--- config.mk ---
export PLATFORM = sky130hd
export DESIGN_NAME = cmp_pipe
export DESIGN_NICKNAME = d
export VERILOG_FILES = /design/src/rtl/cmp_pipe.sv
export SDC_FILE = /design/constraint.sdc
export NUM_CORES = 1
export LEC_CHECK = 0
export CORE_MARGIN = 3
export CORE_UTILIZATION = 27
export DETAILED_ROUTE_END_ITERATION = 12
export GPL_TIMING_DRIVEN = 1
export HOLD_SLACK_MARGIN = 0.1
export SLEW_MARGIN = 20
export SYNTH_ARGS = -nofsm -noshare
export SYNTH_HDL_FRONTEND = slang
export SYNTH_SLANG_ARGS = --single-unit
--- constraint.sdc ---
create_clock -name clk -period 1.7 [get_ports clk]
set_input_delay 0.17 -clock clk [delete_from_list [all_inputs] [get_ports clk]]
set_output_delay 0.17 -clock clk [all_outputs]
set_load 0.03 [all_outputs]
--- src/rtl/cmp_pipe.sv ---
// Two-stage pipelined magnitude comparator with valid/ready handshakes on both sides.
// Optional event counters are compiled in when the macro CMP_STATS_EN is defined.
module cmp_pipe #(
  parameter int WIDTH   = 8,
  parameter int STATS_W = 16
) (
  input  logic             clk,
  input  logic             rst_n,
  input  logic             in_valid,
  output logic             in_ready,
  input  logic [WIDTH-1:0] in_a,
  input  logic [WIDTH-1:0] in_b,
  input  logic             in_signed,
  output logic             out_valid,
  input  logic             out_ready,
  output logic             out_gt,
  output logic             out_eq,
  output logic             out_lt,
  output logic [WIDTH-1:0] out_max,
  output logic [WIDTH-1:0] out_min
`ifdef CMP_STATS_EN
  ,
  input  logic               clr_stats,
  output logic [STATS_W-1:0] cnt_gt,
  output logic [STATS_W-1:0] cnt_eq,
  output logic [STATS_W-1:0] cnt_lt
`endif
);

  if (WIDTH < 1 || STATS_W < 1) begin : g_param_check
    $error("cmp_pipe: WIDTH and STATS_W must be >= 1");
  end

  logic             r_s1_valid;
  logic [WIDTH-1:0] r_s1_a;
  logic [WIDTH-1:0] r_s1_b;
  logic             r_s1_signed;

  logic             r_s2_valid;
  logic             r_gt;
  logic             r_eq;
  logic             r_lt;
  logic [WIDTH-1:0] r_max;
  logic [WIDTH-1:0] r_min;

  logic             w_adv1;
  logic             w_adv2;
  logic             w_out_fire;
  logic [WIDTH-1:0] w_sign_flip;
  logic [WIDTH-1:0] w_a_key;
  logic [WIDTH-1:0] w_b_key;
  logic             w_gt;
  logic             w_lt;
  logic             w_eq;

  assign w_adv2     = !r_s2_valid || out_ready;
  assign w_adv1     = !r_s1_valid || w_adv2;
  assign in_ready   = rst_n && w_adv1;
  assign w_out_fire = r_s2_valid && out_ready;

  // Inverting the MSB maps two's-complement order onto unsigned order.
  assign w_sign_flip = WIDTH'(r_s1_signed) << (WIDTH - 1);
  assign w_a_key     = r_s1_a ^ w_sign_flip;
  assign w_b_key     = r_s1_b ^ w_sign_flip;
  assign w_gt        = w_a_key > w_b_key;
  assign w_lt        = w_a_key < w_b_key;
  assign w_eq        = r_s1_a == r_s1_b;

  always_ff @(posedge clk) begin
    if (!rst_n) begin
      r_s1_valid  <= 1'b0;
      r_s1_a      <= '0;
      r_s1_b      <= '0;
      r_s1_signed <= 1'b0;
    end else if (w_adv1) begin
      r_s1_valid <= in_valid;
      if (in_valid) begin
        r_s1_a      <= in_a;
        r_s1_b      <= in_b;
        r_s1_signed <= in_signed;
      end
    end
  end

  // Result fields only update on a real pair so they keep their last value across bubbles.
  always_ff @(posedge clk) begin
    if (!rst_n) begin
      r_s2_valid <= 1'b0;
      r_gt       <= 1'b0;
      r_eq       <= 1'b0;
      r_lt       <= 1'b0;
      r_max      <= '0;
      r_min      <= '0;
    end else if (w_adv2) begin
      r_s2_valid <= r_s1_valid;
      if (r_s1_valid) begin
        r_gt  <= w_gt;
        r_eq  <= w_eq;
        r_lt  <= w_lt;
        r_max <= w_lt ? r_s1_b : r_s1_a;
        r_min <= w_lt ? r_s1_a : r_s1_b;
      end
    end
  end

  assign out_valid = r_s2_valid;
  assign out_gt    = r_gt;
  assign out_eq    = r_eq;
  assign out_lt    = r_lt;
  assign out_max   = r_max;
  assign out_min   = r_min;

`ifdef CMP_STATS_EN
  logic [2:0] w_flag;
  assign w_flag = {r_gt, r_eq, r_lt};

  for (genvar gi = 0; gi < 3; gi++) begin : g_cnt
    logic [STATS_W-1:0] r_cnt;
    // A clear coinciding with a handshake still counts that event.
    always_ff @(posedge clk) begin
      if (!rst_n) begin
        r_cnt <= '0;
      end else if (clr_stats) begin
        r_cnt <= (w_out_fire && w_flag[gi]) ? STATS_W'(1) : '0;
      end else if (w_out_fire && w_flag[gi] && (r_cnt != '1)) begin
        r_cnt <= r_cnt + 1'b1;
      end
    end
  end

  assign cnt_gt = g_cnt[2].r_cnt;
  assign cnt_eq = g_cnt[1].r_cnt;
  assign cnt_lt = g_cnt[0].r_cnt;
`else
  logic w_unused_fire;
  assign w_unused_fire = w_out_fire;
`endif

endmodule

==> results of run 1 <==
power groups by stage:
stage | combinational, W | sequential [W] | clock, W
after detailed placement | 0.000674 | 0.00101 | 0
after global routing | 0.000882 | 0.00100 | 0.000808
after floorplan | 0.000330 | 0.00108 | 0
after CTS | 0.000770 | 0.000991 | 0.000779
after global placement | 0.000671 | 0.00101 | 0
final | 0.000823 | 0.000991 | 0.000759
cell type report:
cell class                 count  area [um^2]  area share, %
multi-input combinational    158         1230           40.0
timing repair buffer          84          827           26.8
sequential                    38          768           24.9
tap                           96          120           3.89
clock buffer                   5         68.8           2.23
clock inverter                 3         40.0           1.30
inverter                       7         26.3          0.852
critical path, stage by stage (launching register included):
cell and delay [ns]:
dfxtp_2 0.35, inv_2 0.06, ha_4 0.22, nor2b_4 0.12, o211ai_1 0.21, a21oi_2 0.09, buf_6 0.14, or2_4 0.23
buf_6 0.14, a211oi_2 0.18
state kept, by name, summed over array words and instances (netlist names):
| register | count |
|---|---|
| out_gt | 1 |
| out_valid | 1 |
| r_s1_b | 8 |
| out_max | 8 |
| r_s1_valid | 1 |
| out_eq | 1 |
| out_lt | 1 |
| r_s1_signed | 1 |
| out_min | 8 |
| r_s1_a | 8 |
metrics by stage:
stage	power [W]	util [%]	TNS, ns	std cells
finish	0.00257	44.9	-1.53	391
global route	0.00269	44.9	-2.45	391
CTS	0.00254	43.7	-0.177	388
detailed placement	0.00168	39.3	-1.37	376
global placement	0.00168	39.3	-0.656	376
floorplan	0.00141	-	-0.00146	221
per-layer routing:
metal / track usage [%] / vias to the layer above / routed length (um)
met4: 4.72 / 0 / 100
met1: 18.6 / 835 / 2600
met5: 0 / - / 0
met3: 3.17 / 8 / 284
li1: - / 924 / -
met2: 19.8 / 54 / 2440
layout by cell type, fill, tap and decap left out, types with 6 or more instances in the layout:
cell / count
o21ai_0: 24
clkdlybuf4s50_1: 40
a21oi_2: 9
a211oi_2: 9
buf_6: 7
dfxtp_1: 32
dfxtp_2: 6
nand2_1: 38
buf_4: 31
a21boi_0: 17
nor2_1: 11
kinds of logic after synthesis:
group / share of synthesized area (%)
xor+xnor: 0.452
flops: 39.3
buf+inv: 7.30
fa+ha+maj: 4.52
simple gates: 19.8
compound gates: 28.7
worst max path at each step:
stage               startpoint    endpoint  slack, ns  cells past startpoint
floorplan            r_s1_b[6]  out_max[7]    -0.0002                      7
global placement     r_s1_b[1]  out_min[4]      -0.12                      8
detailed placement   r_s1_b[1]  out_min[4]      -0.17                      8
CTS                  r_s1_b[1]      out_lt      -0.03                      8
global route         r_s1_b[1]  out_min[5]      -0.18                      9
finish               r_s1_b[1]  out_min[6]      -0.13                      9
what timing repair did:
action | 4_1_cts | 5_1_grt
endpoints found under the setup margin | 18 | 18
hold endpoints to repair | 0 | 0
buffers inserted | 2 | 4
resized for setup | 36 | 13
pin swaps | 9 | 8
gates cloned | 2 | 0
==> metrics.txt, run 1 <==
outcome complete, but fails checks; failing checks setup timing; number of fill cells 661; async set or reset register ratio after synthesis 0%; EDFF count, synth 0; post-place setup slack -0.173 ns; CTS max path bufs 2; Root Buffer clkbuf_8; crit end category register; Setup WS post-layout -0.128 ns; Slew @ Worst Pin 0.351 ns; CTS tree yes; Crit Path Category reg2reg; Worst VDD drop 0.308 mV; vias in the first global route 1,809; share of layout cells above drive strength 1 36.3%; Slew Viols, Final 0; post-route ant nets 0; Net Sw Power 0.000782 W; max cap viols 0; final wirelength 5430 um; combinational group share of total power 32.0%; core region area 6870 um^2; largest net degree at the start of global routing 26; Clock Pin Slew Worst Setup and Hold Paths 0.08 ns; Yosys warning total 0; cell area power density 834 nW/um^2; num ports 42; Worst Skew 0.00423 ns; full die area 8230 um^2; final hold violations 0; CP Max Fanout 6; Clock Power Share 29.5%; syn avg cell area 8.76 um^2; DP Wirelength 3630 um; r2r setup slk -0.13 ns; CP startpoint kind register; vias 1,821; dominant cells by area after synthesis dfxtp_1 39%, nand2_1 7.4%, a21boi_0 7.0%, o21ai_0 6.2%, a211oi_2 5.8%; Internal 0.00179 W; crit share post-route 108%; WP data arrival 2.04 ns; post-synthesis register bit count 38; routability cong. 0.847; GRT Util Overall 13.3%; PortBufs 41; cell taking the most area after synthesis dfxtp_1; Post-DP Area 2700 um^2; first-pass GRT wire length 8940 um; # setup viols final 16; fin area 3080 um^2; worst min-delay path category in2reg; Switching Share 30.4%; worst hold slack 0.423 ns; CTS H-Tree Depth 2; Seq/Total Area, Yosys 39.3%; cells on worst reg2reg path 9; top cell type's share of synthesized area 39.3%; RSZ-0062 raised after global routing true; Hold-fix buffers, CTS 0; CTS buffer count 5; Seq pwr share 38.5%; CTS Sinks 38; post-DR wirelength/cell 13.9 um; Leak 1.17 nW; die height 90.7 um; Initial Util 28.2%; Post-Syn Area 1940 um^2; Die Width 90.7 um; Req. time, crit path 1.91 ns; hold depth 3; diodes inserted 0; Site Rows 30; post-synthesis cell type count 33; r2r endpoint out_min[6]; syn nets 249; Skew-Pair Late Insertion Delay 0.29 ns; Final nets 322; total congestion overflow 0; Post-synth top cells 38 x dfxtp_1, 38 x nand2_1, 24 x o21ai_0; min cycle time layout 1.83 ns; Initial DRC Count 118; maximum clock rate 547 MHz; worst r2r src r_s1_b[1]; Syn Inst Count 221; Layout area overhead 59.2%; initial antenna violation count 0; DRC 0; hold endpoint r_s1_a[5]; vias per inst 4.66; hold path start in_a[5]; Slew Limit Headroom 76.5%; ys flop type dfxtp_1; drt first pass iters 4
Power figures use the tool's default switching activity.
==> run 2: changes to the inputs <==
- CORE_ASPECT_RATIO: default -> 1.4
- CTS_BUF_LIST: default -> sky130_fd_sc_hd__clkbuf_8
==> run 2 against run 1 <==
Compared with the run above:
- the flow still finishes with violations (setup timing)
- clock power fell by 14%
- critical endpoint is now out_min[2]
- combinational power rose by 0.5%
- cell count fell by 0.26%
==> metrics.txt, run 2 (synthesis results as in run 1) <==
outcome complete, but fails checks; failing checks setup timing; Req. time, crit path 1.87 ns; first-pass GRT wire length 9180 um; CP Max Fanout 9; Skew-Pair Late Insertion Delay 0.29 ns; maximum clock rate 578 MHz; RSZ-0062 raised after global routing true; total congestion overflow 0; Layout area overhead 60.1%; Leak 1.17 nW; Clock Pin Slew Worst Setup and Hold Paths 0.08 ns; number of fill cells 652; Slew @ Worst Pin 0.347 ns; Die Width 77.6 um; drt first pass iters 4; Worst VDD drop 0.451 mV; Root Buffer clkbuf_8; WP data arrival 1.90 ns; largest net degree at the start of global routing 40; register area 768 um^2; final hold violations 0; most common cell after layout, fill and taps aside clkdlybuf4s50_1; initial antenna violation count 0; CTS tree yes; GRT Util Overall 14.2%; crit end category register; Initial DRC Count 84; vias in the first global route 1,875; Setup WS post-layout -0.0316 ns; worst min-delay path category in2reg; Site Rows 35; final non-filler cell total 390; vias per inst 4.79; Placed Instances 375; CP startpoint kind register; Slew Viols, Final 0; Slew Limit Headroom 76.8%; num ports 42; max cap viols 0; CTS max path bufs 2; area of the multi-input gates 1230 um^2; DP Wirelength 3870 um; full die area 8240 um^2; # setup viols final 17; routability cong. 0.802; min cycle time layout 1.73 ns; diodes inserted 0; post-place setup slack -0.252 ns; final wirelength 5690 um; DRC 0; Initial Util 28.5%; vias 1,867; post-route ant nets 0; share of layout cells above drive strength 1 36.2%; PortBufs 41; worst hold slack 0.434 ns; Tot Pwr 0.00247 W; CTS buffer count 5; crit share post-route 102%; Crit Path Category reg2reg; CTS H-Tree Depth 2; most frequent cells in the layout 40 x clkdlybuf4s50_1, 38 x nand2_1, 36 x buf_4, 32 x dfxtp_1, 21 x o21ai_0; post-DR wirelength/cell 14.6 um; cell area power density 798 nW/um^2; Worst Skew 0.0126 ns; Setup TNS Final -0.323 ns; Final nets 325; CTS Sinks 38; die height 106 um; core region area 6790 um^2
[run 2: cell type report]
| class | instances | area share [%] |
|---|---|---|
| Multi-Input combinational cell | 158 | 39.6 |
| Timing Repair Buffer | 87 | 28.1 |
| Sequential cell | 38 | 24.8 |
| Tap cell | 92 | 3.71 |
| Clock buffer | 6 | 2.66 |
| Inverter | 7 | 0.847 |
| Clock inverter | 2 | 0.282 |
[run 2: final timing paths]
kind | endpoint | startpoint | slack [ns] | depth (start not counted)
worst max-delay path | out_min[2] | r_s1_b[5] | -0.03 | 7
worst min-delay path | r_s1_signed | in_signed | 0.43 | 3
worst max register to register | out_min[2] | r_s1_b[5] | -0.03 | 7
worst min register to register | out_gt | out_gt | 0.46 | 2
[run 2: per-layer routing]
layer	wire (um)	GRT usage, %	vias to the layer above
met5	0	0	-
met4	253	5.85	0
met3	209	3.31	18
met2	3000	26.4	48
met1	2230	15.0	879
li1	-	-	922
[run 2: power by group]
part	switching [W]	internal, W	leakage [nW]
Sequential	0.0000400	0.000953	0.315
Combinational	0.000417	0.000410	0.803
Clock	0.000332	0.000322	0.0524
Total	0.000789	0.00168	1.17
[run 2: metrics by stage]
stage          instance area [um^2]  util, %
6_report                       3100     45.7
5_1_grt                        3100     45.7
4_1_cts                        3070     45.3
3_5_place_dp                   2730     40.3
3_3_place_gp                   2730     40.3
2_1_floorplan                  1960        -
[run 2: repair_timing]
action                                  in CTS  in global routing
hold buffers                                 0                  0
gates resized for setup                     46                  3
pin swaps                                   13                  9
cloned                                       3                  0
setup buffers                                3                  1
endpoints found under the setup margin      18                 18
[run 2: worst max-delay path, stage by stage, from the launching register on]
cell      delay [ns]
dfxtp_2         0.34
inv_2           0.05
ha_4            0.26
a21oi_2         0.05
or3b_4          0.38
nand4_4         0.18
or2_4           0.26
a211oi_2        0.09
==> run 3: changes to the inputs <==
- CORE_UTILIZATION: 27 -> 52
- PLACE_DENSITY: default -> 0.82
- clock period: 1.7 -> 1.77 ns (I/O delays scaled with it)
==> run 3 against run 2 <==
Compared with the run above:
- the run now ends clean
- total power rose by 7.0%
- clock-buffer cell count down 1
- global-route usage is 11 points higher
- via count increased by 4.9%
- non-clock buffer count down 11
- combinational power down 5.1%
- wire length is 13% higher
- highest routed layer unchanged
==> metrics.txt, run 3 (synthesis results as in run 1) <==
initial antenna violation count 0; post-route ant nets 0; Slew Limit Headroom 61.6%; crit end category register; Clock Pin Slew Worst Setup and Hold Paths 0.09 ns; worst r2r src r_s1_b[5]; vias per inst 5.97; final wirelength 6400 um; core region area 3470 um^2; Layout area overhead 54.7%; Leak 1.14 nW; Die Width 57.6 um; most common cell after layout, fill and taps aside clkdlybuf4s50_1; post-DR wirelength/cell 19.5 um; die height 78.2 um; cells on worst reg2reg path 8; cell area power density 884 nW/um^2; WP data arrival 1.96 ns; Skew-Pair Late Insertion Delay 0.31 ns; diodes inserted 0; Initial Util 55.8%; max cap viols 0; CP cell instances inv_2 -> ha_4 -> a21oi_2 -> or3b_4 -> nand4_4 -> clkbuf_16 -> nor4_2 -> a211oi_2; Crit Path Category reg2reg; CP delay by family, top simple AND/OR/NAND/NOR gates; full die area 4500 um^2; hold depth 3; final core utilization 86.3%; CTS tree yes; first-pass GRT wire length 8550 um; Worst Skew 0.0183 ns; r2r setup slk 0.001 ns; CP Max Fanout 7; largest stage delay on the critical path 0.35 ns; drt first pass iters 4; Site Rows 25; total congestion overflow 0; maximum clock rate 565 MHz; Req. time, crit path 1.96 ns; Slew Viols, Final 0; share of layout cells above drive strength 1 35.8%; Root Buffer clkbuf_8; Slowest cell on crit path dfxtp_2; vias 1,959; CTS Sinks 38; Critical path buffers and inverters 2; vias in the first global route 1,777; fin area 3000 um^2; Initial DRC Count 105; routability cong. 0.876; PortBufs 41; GRT Util Overall 24.9%; num ports 42; RSZ-0062 raised after global routing true; worst hold slack 0.426 ns; final hold violations 0; CTS buffer count 5; crit share post-route 99.9%; DRC 0; # setup viols final 0; largest net degree at the start of global routing 40; post-place setup slack -0.155 ns; most frequent cells in the layout 40 x clkdlybuf4s50_1, 38 x nand2_1, 29 x dfxtp_1, 28 x buf_4, 22 x o21ai_0; hold endpoint r_s1_b[7]; Final nets 315; outcome finished clean; r2r endpoint out_min[4]; Slew @ Worst Pin 0.576 ns; Worst VDD drop 0.759 mV; CTS H-Tree Depth 2; worst min-delay path category in2reg; final non-filler cell total 328; Setup WS post-layout 0.00107 ns; CP startpoint kind register; DP Wirelength 3580 um; Placed Instances 314; Post-DP Area 2550 um^2; hold path start in_b[7]; min cycle time layout 1.77 ns; CTS max path bufs 2
## run 3: cell types whose count changed in the layout (fill, tap and decap cells not counted), moves of 2 or more
cell	before	now
buf_4	36	28
dfxtp_1	32	29
buf_12	7	5
buf_6	3	1
bufinv_16	0	2
clkbuf_16	0	2
dfxtp_2	6	8
## run 3: what timing repair did
item | CTS | global route
hold buffers | 0 | 0
endpoints found under the setup margin | 18 | 18
hold endpoints to repair | 0 | 0
gates cloned | 0 | 4
pin swaps | 0 | 15
buffers inserted | 0 | 2
resized for setup | 13 | 37
## run 3: area by class of cell
type                       count  area, um^2
clock buffer                   5        68.8
clock inverter                 3        68.8
fill                         174         477
inverter                       7        26.3
multi-input combinational    159        1230
sequential                    38         774
tap                           40        50.0
timing repair buffer          76         772
## run 3: routing by layer
| metal | up-vias | share of wire [%] | GRT usage, % |
|---|---|---|---|
| met5 | - | 0 | 0 |
| li1 | 907 | - | - |
| met2 | 80 | 53 | 42.5 |
| met4 | 0 | 4.5 | 15.5 |
| met1 | 948 | 38 | 27.7 |
| met3 | 24 | 4.4 | 4.61 |
## run 3: power breakdown
part / switching (W) / internal, W / leakage (nW)
combinational: 0.000410 / 0.000375 / 0.756
sequential: 0.0000442 / 0.000916 / 0.317
clock: 0.000338 / 0.000565 / 0.0683
total: 0.000792 / 0.00186 / 1.14
## run 3: how the worst max path moves through the flow
stage,slack (ns),startpoint,depth (start not counted),to
2_1_floorplan,0.03,r_s1_b[5],8,out_lt
3_3_place_gp,-0.08,r_s1_b[5],7,out_max[0]
3_5_place_dp,-0.16,r_s1_b[5],7,out_min[1]
4_1_cts,-0.02,r_s1_b[1],8,out_min[1]
5_1_grt,-0.08,r_s1_b[6],7,out_min[4]
6_report,0.001,r_s1_b[5],8,out_min[4]
## run 3: worst reg2reg max path, delay by kind of cell, from the launching register on
kind	cells	cell delay, ns
buf+inv	2	0.28
simple gates	3	0.62
compound gates	2	0.19
flops	1	0.35
fa+ha+maj	1	0.21
## run 3: stage by stage
step / power (W) / TNS, ns
floorplan: 0.00134 / 0
global placement: 0.00156 / -0.708
detailed placement: 0.00157 / -1.52
CTS: 0.00249 / -0.103
global route: 0.00275 / -0.536
finish: 0.00265 / 0
